`config.mk`:
```
export PLATFORM = sky130hd
export DESIGN_NAME = instr_fetch_stage_flat
export DESIGN_NICKNAME = d
export VERILOG_FILES = /design/src/rtl/instr_fetch_stage_if.sv /design/src/rtl/instr_fetch_stage.sv /design/src/flat_wrapper.sv
export SDC_FILE = /design/constraint.sdc
export NUM_CORES = 2
export LEC_CHECK = 0
export CAP_MARGIN = 10
export CORE_MARGIN = 2
export CORE_UTILIZATION = 25
export DETAILED_ROUTE_END_ITERATION = 10
export GPL_TIMING_DRIVEN = 1
export HOLD_SLACK_MARGIN = 0.1
export PLACE_DENSITY = 0.52
export SETUP_SLACK_MARGIN = 0.15
export SLEW_MARGIN = 20
export SYNTH_ARGS = -nofsm -noshare
export SYNTH_HDL_FRONTEND = slang
export SYNTH_SLANG_ARGS = --single-unit
```
`constraint.sdc`:
```
create_clock -name clk -period 4.3 [get_ports clk]
set_input_delay 0.86 -clock clk [delete_from_list [all_inputs] [get_ports clk]]
set_output_delay 0.86 -clock clk [all_outputs]
set_load 0.02 [all_outputs]
```
`src/rtl/instr_fetch_stage_if.sv`:
```
// Fetch-stage bus: redirect/stall controls, program-load port and the IF/ID outputs
// with their decoded fields. The fetch stage is the slave; control/loader is the master.
interface instr_fetch_stage_if #(
    parameter int PC_WIDTH   = 64,
    parameter int IMEM_DEPTH = 64
);
    localparam int AW = $clog2(IMEM_DEPTH);

    logic                stall;
    logic                branch_taken;
    logic [PC_WIDTH-1:0] branch_target;
    logic                imem_we;
    logic [AW-1:0]       imem_waddr;
    logic [31:0]         imem_wdata;

    logic [PC_WIDTH-1:0] pc_out;
    logic [31:0]         instr_out;
    logic                valid_out;
    logic [6:0]          Opcode;
    logic [3:0]          Funct;
    logic [4:0]          rd;
    logic [4:0]          rs1;
    logic [4:0]          rs2;
    logic [PC_WIDTH-1:0] imm;

    modport master (
        output stall, branch_taken, branch_target, imem_we, imem_waddr, imem_wdata,
        input  pc_out, instr_out, valid_out, Opcode, Funct, rd, rs1, rs2, imm
    );

    modport slave (
        input  stall, branch_taken, branch_target, imem_we, imem_waddr, imem_wdata,
        output pc_out, instr_out, valid_out, Opcode, Funct, rd, rs1, rs2, imm
    );
endinterface

```
`src/rtl/instr_fetch_stage.sv`:
```
// RV64 instruction fetch + IF/ID register with word-addressed imem, stall, branch flush.
// Optional IFETCH_PERF_CNT_EN adds cycle/stall/flush counters.
module instr_fetch_stage #(
    parameter int                  PC_WIDTH   = 64,
    parameter int                  IMEM_DEPTH = 64,
    parameter logic [PC_WIDTH-1:0] RESET_PC   = '0
) (
    input  logic        clk,
    input  logic        reset,
`ifdef IFETCH_PERF_CNT_EN
    output logic [31:0] cyc_cnt,
    output logic [31:0] stall_cnt,
    output logic [31:0] flush_cnt,
`endif
    instr_fetch_stage_if.slave bus
);
    localparam int AW = $clog2(IMEM_DEPTH);
    localparam logic [31:0] NOP = 32'h0000_0013;
    localparam logic [PC_WIDTH-1:0] ALIGN_MASK = ~{{(PC_WIDTH-2){1'b0}}, 2'b11};

    logic [31:0]         imem [IMEM_DEPTH];
    logic [PC_WIDTH-1:0] pc;
    logic [PC_WIDTH-1:0] ifid_pc;
    logic [31:0]         ifid_instr;
    logic                ifid_vld;
    logic [31:0]         fetch_word;

    // Index wraps modulo the depth; pc itself keeps counting.
    assign fetch_word = imem[pc[AW+1:2]];

    // Loader port runs regardless of reset/stall/branch so a program can be
    // written while the pipeline is held in reset.
    always_ff @(posedge clk) begin
        if (bus.imem_we)
            imem[bus.imem_waddr] <= bus.imem_wdata;
    end

    always_ff @(posedge clk) begin
        if (reset) begin
            pc         <= RESET_PC;
            ifid_pc    <= '0;
            ifid_instr <= NOP;
            ifid_vld   <= 1'b0;
        end else if (bus.branch_taken) begin
            pc         <= bus.branch_target & ALIGN_MASK;
            ifid_pc    <= '0;
            ifid_instr <= NOP;
            ifid_vld   <= 1'b0;
        end else if (!bus.stall) begin
            pc         <= pc + PC_WIDTH'(4);
            ifid_pc    <= pc;
            ifid_instr <= fetch_word;
            ifid_vld   <= 1'b1;
        end
    end

    assign bus.pc_out    = ifid_pc;
    assign bus.instr_out = ifid_instr;
    assign bus.valid_out = ifid_vld;
    assign bus.Opcode    = ifid_instr[6:0];
    assign bus.Funct     = {ifid_instr[30], ifid_instr[14:12]};
    assign bus.rd        = ifid_instr[11:7];
    assign bus.rs1       = ifid_instr[19:15];
    assign bus.rs2       = ifid_instr[24:20];

    logic [PC_WIDTH-1:0] imm_c;
    always_comb begin
        imm_c = '0;
        unique case (ifid_instr[6:0])
            7'b0000011, 7'b0010011, 7'b1100111:
                imm_c = {{(PC_WIDTH-12){ifid_instr[31]}}, ifid_instr[31:20]};
            7'b0100011:
                imm_c = {{(PC_WIDTH-12){ifid_instr[31]}}, ifid_instr[31:25], ifid_instr[11:7]};
            7'b1100011:
                imm_c = {{(PC_WIDTH-13){ifid_instr[31]}}, ifid_instr[31], ifid_instr[7],
                         ifid_instr[30:25], ifid_instr[11:8], 1'b0};
            7'b0110111, 7'b0010111:
                imm_c = {{(PC_WIDTH-32){ifid_instr[31]}}, ifid_instr[31:12], 12'b0};
            7'b1101111:
                imm_c = {{(PC_WIDTH-21){ifid_instr[31]}}, ifid_instr[31], ifid_instr[19:12],
                         ifid_instr[20], ifid_instr[30:21], 1'b0};
            default: imm_c = '0;
        endcase
    end
    assign bus.imm = imm_c;

`ifdef IFETCH_PERF_CNT_EN
    always_ff @(posedge clk) begin
        if (reset) begin
            cyc_cnt   <= '0;
            stall_cnt <= '0;
            flush_cnt <= '0;
        end else begin
            cyc_cnt <= cyc_cnt + 32'd1;
            if (bus.stall && !bus.branch_taken)
                stall_cnt <= stall_cnt + 32'd1;
            if (bus.branch_taken)
                flush_cnt <= flush_cnt + 32'd1;
        end
    end
`endif
endmodule

```
`src/flat_wrapper.sv`:
```
// flat-port wrapper written by rule: the top's interface ports become plain ports
module instr_fetch_stage_flat 
#(
    parameter int                  PC_WIDTH   = 64,
    parameter int                  IMEM_DEPTH = 64,
    parameter logic [PC_WIDTH-1:0] RESET_PC   = '0
)
  (clk, reset, bus_stall, bus_branch_taken, bus_branch_target, bus_imem_we, bus_imem_waddr, bus_imem_wdata, bus_pc_out, bus_instr_out, bus_valid_out, bus_Opcode, bus_Funct, bus_rd, bus_rs1, bus_rs2, bus_imm);
  instr_fetch_stage_if #(.PC_WIDTH(PC_WIDTH), .IMEM_DEPTH(IMEM_DEPTH)) bus_i ();
  input  logic clk;
  input  logic reset;
  input wire logic [$bits(bus_i.stall)-1:0] bus_stall;
  input wire logic [$bits(bus_i.branch_taken)-1:0] bus_branch_taken;
  input wire logic [$bits(bus_i.branch_target)-1:0] bus_branch_target;
  input wire logic [$bits(bus_i.imem_we)-1:0] bus_imem_we;
  input wire logic [$bits(bus_i.imem_waddr)-1:0] bus_imem_waddr;
  input wire logic [$bits(bus_i.imem_wdata)-1:0] bus_imem_wdata;
  output wire logic [$bits(bus_i.pc_out)-1:0] bus_pc_out;
  output wire logic [$bits(bus_i.instr_out)-1:0] bus_instr_out;
  output wire logic [$bits(bus_i.valid_out)-1:0] bus_valid_out;
  output wire logic [$bits(bus_i.Opcode)-1:0] bus_Opcode;
  output wire logic [$bits(bus_i.Funct)-1:0] bus_Funct;
  output wire logic [$bits(bus_i.rd)-1:0] bus_rd;
  output wire logic [$bits(bus_i.rs1)-1:0] bus_rs1;
  output wire logic [$bits(bus_i.rs2)-1:0] bus_rs2;
  output wire logic [$bits(bus_i.imm)-1:0] bus_imm;
  assign bus_i.stall = bus_stall;
  assign bus_i.branch_taken = bus_branch_taken;
  assign bus_i.branch_target = bus_branch_target;
  assign bus_i.imem_we = bus_imem_we;
  assign bus_i.imem_waddr = bus_imem_waddr;
  assign bus_i.imem_wdata = bus_imem_wdata;
  assign bus_pc_out = bus_i.pc_out;
  assign bus_instr_out = bus_i.instr_out;
  assign bus_valid_out = bus_i.valid_out;
  assign bus_Opcode = bus_i.Opcode;
  assign bus_Funct = bus_i.Funct;
  assign bus_rd = bus_i.rd;
  assign bus_rs1 = bus_i.rs1;
  assign bus_rs2 = bus_i.rs2;
  assign bus_imm = bus_i.imm;
  instr_fetch_stage #(.PC_WIDTH(PC_WIDTH), .IMEM_DEPTH(IMEM_DEPTH), .RESET_PC(RESET_PC)) u_core (.clk(clk), .reset(reset), .bus(bus_i));
endmodule
```
==> out/metrics.cfg <==
[power]
total_power_mw = 45.8
powerDensity_nw_per_um2 = 445
p_leak_nw = 31.5
ir_drop_uv = 306

[place]
portBuffers = 289
placedCellCount = 9293
place_ws_ns = 0.686
placed_area_um2 = 96100
place.gp.congestion = 0.858
hpwl_mm = 158

[yosys]
yosys_register_bits = 2205
syn_area_um2 = 86000
synth_compound_area_frac = 0.0460
synth_top_cell_by_area = edfxtp_1
synth-async-reset-ratio = 0
synth-edff-count = 2048
synth.area.mux_share = 0.146
synth_top_family_by_area = multiplexers
synthSimpleGateAreaFrac = 0.0351
synth_flop_cell = edfxtp_1
synth_adder_area_share = 0.000145
yosysWarnings = 0
synth_seq_area_share = 0.751
synthTopCellsByArea = edfxtp_1 (71%), mux4_2 (10%), mux2i_1 (4.4%)
postSynthAreaPerCell_um2 = 19.1
synth_cell_types = 70
syn-instance-count = 4506
synthDominantCellAreaShare = 0.715
synth-xor-area-share = 0.00254

[setup_path]
start_kind = register
cp_top_family = buffers and inverters
cp_max_fo = 7
required_ns = 3.44
arrival_ns = 3.15
worst_path_largest_cell_delay_ns = 0.60
cp_cell_sequence = nand2_2, nor4_1, buf_4, o21a_2, a21o_1, clkdlybuf4s50_1
worst-path-buf-inv = 2
critPathSlowestCell = clkdlybuf4s50_1
crit_path_end_kind = primary output
path_class = register to primary output

[die]
num_rows = 215
io_pins = 294
die-area_um2 = 349000
fp.dieW_um = 591
core_um2 = 343000
die-height_um = 591
initial_core_util = 0.251

[timing]
hold_violations = 0
maxSlewHeadroom = 0.215
period_minus_slack_ns = 4.01
fmax_mhz = 250
drv_slew = 0
worstMarginPinSlew_ns = 1.17
fin_crit_sh = 0.932
finalClockSkew_ns = 0.0546
rsz0062_at_grt = no
layout_setup_ws_ns = 0.293
setup-tns-final_ns = 0
holdWs_ns = 0.226
finalSetupViolCount = 0

[clocking]
clock_path_buffers = 4
clock-root-buffer = clkbuf_16
clock_latency_ns = 0.88
holdBufCountCts = 0
cts.clk_slew.worst_paths_ns = 0.06
cts_made_buffers = 215
cts_setup_buffers = 0
clock_sinks = 2205
post_cts_resized = 42
htree_levels = 4
cts_tree = built

[routing]
vias = 46200
wl_per_cell_um = 26.5
routed_wl_mm = 257
drc_errors = 0
firstDrtPassIters = 5
ant_nets = 0
post_drt_via_cell_ratio = 4.77
drt-initial-drc-count = 4786

[global_routing]
grt_max_degree = 69
gr-total-overflow = 0
antenna_found_initial = 23
grt_pass1_wl_mm = 356
grt_pass1_vias = 45700
grt.total_usage = 0.143

[status]
status = complete, no violations

[final_layout]
area_growth_pct = 19.7
fin_area_um2 = 103000
final_cells = 9692
nets = 5061
layout-drive-gt1-share = 0.222
final_core_utilization = 0.300

[job]
drv_cap = 0

[worst_hold_path]
hold_path.class = input pin to register

[cells by family after synthesis]
| family | after synthesis |
|---|---|
| fa+ha+maj | 1 |
| mux | 771 |
| xor+xnor | 25 |
| compound gates | 539 |
| buf+inv | 348 |
| other cells | 1 |
| simple gates | 616 |
| flops | 2205 |
[cell type report]
cell class,instances,area (um^2)
Fill cell,33600,240000
Clock buffer,272,5760
Clock inverter,118,1080
Tap cell,4557,5700
Inverter,18,67.6
Antenna cell,9,22.5
Multi-Input combinational cell,1954,20300
Timing Repair Buffer,559,5340
Sequential cell,2205,64700
[registers in the layout, summed over array words and instances (netlist names)]
| signal | count |
|---|---|
| u_core.bus.instr_out | 32 |
| u_core.bus.pc_out | 62 |
| u_core.bus.valid_out | 1 |
| u_core.imem | 2048 |
| u_core.pc | 62 |
[worst paths after layout]
| kind | startpoint | end | slack, ns | cells after the start |
|---|---|---|---|---|
| worst max-delay path | u_core.bus.instr_out[0] | bus_imm[14] | 0.29 | 6 |
| worst min-delay path | bus_imem_wdata[20] | u_core.imem[30][20] | 0.23 | 1 |
| worst max register to register | u_core.pc[3] | u_core.bus.instr_out[4] | 0.64 | 6 |
| worst min register to register | u_core.bus.valid_out | u_core.bus.valid_out | 0.45 | 2 |
[power breakdown]
group | internal (mW) | total, mW | switching (mW)
logic | 1.19 | 3.22 | 2.02
clock network | 10.6 | 18.8 | 8.16
registers | 23.6 | 23.8 | 0.216
[metal layers]
| layer | GRT usage | part of all wire | vias up | routed length, um |
|---|---|---|---|---|
| li1 | - | - | 19400 | - |
| met1 | 0.199 | 0.43 | 24600 | 111000 |
| met2 | 0.226 | 0.46 | 1829 | 119000 |
| met3 | 0.0274 | 0.078 | 353 | 20000 |
| met4 | 0.0427 | 0.030 | 10 | 7620 |
| met5 | 0 | 0.00028 | - | 72 |
[Yosys cell counts, drive strengths merged (3+ instances only)]
master   number
buf         187
and2         17
dfxtp       157
a21o         19
inv          18
o22ai        17
nor2        272
mux2          8
a22o         25
o21ai        42
a31oi        22
nor2b        51
nand3        34
xor2          7
a221oi       37
nand2b       15
o221ai        3
mux2i       376
and3          9
o31ai        32
mux4        387
or2          11
nor4         11
a31o         18
a21oi        67
nor3b         3
a22oi        98
a311oi       23
and4         16
nor3         16
a211oi       59
or3          18
a2111oi      54
nand3b        8
xnor2        18
clkbuf      143
edfxtp     2048
or4          18
o32ai        10
nand4        28
nor4b         4
nand2        81
[cell usage in the layout (no fill, tap or decap), types with 12 or more instances in the layout]
cell type        instances
nor2_1                 206
clkinv_2                38
mux4_2                 387
o31ai_1                 31
inv_1                   17
clkbuf_1                46
a21o_1                  19
buf_4                  237
nand2b_1                14
clkinv_1                41
a31o_2                  18
nor3_1                  12
a2111oi_0               54
or3_1                   17
a21oi_1                 67
a311oi_1                23
and4_1                  16
dfxtp_1                149
nand2_1                 80
nand4_1                 27
o22ai_1                 17
edfxtp_1              2048
clkdlybuf4s50_1        210
bufinv_16               19
clkbuf_16              220
mux2i_1                376
xnor2_1                 18
a221oi_1                37
dlygate4sd2_1           33
nand3_1                 34
buf_12                  50
o21ai_0                 42
buf_2                   26
a22oi_1                 98
nor2b_1                 46
or4_1                   17
a211oi_1                59
a22o_1                  25
a31oi_1                 22
nor2_4                  62
(Power assumes the default switching activity.)
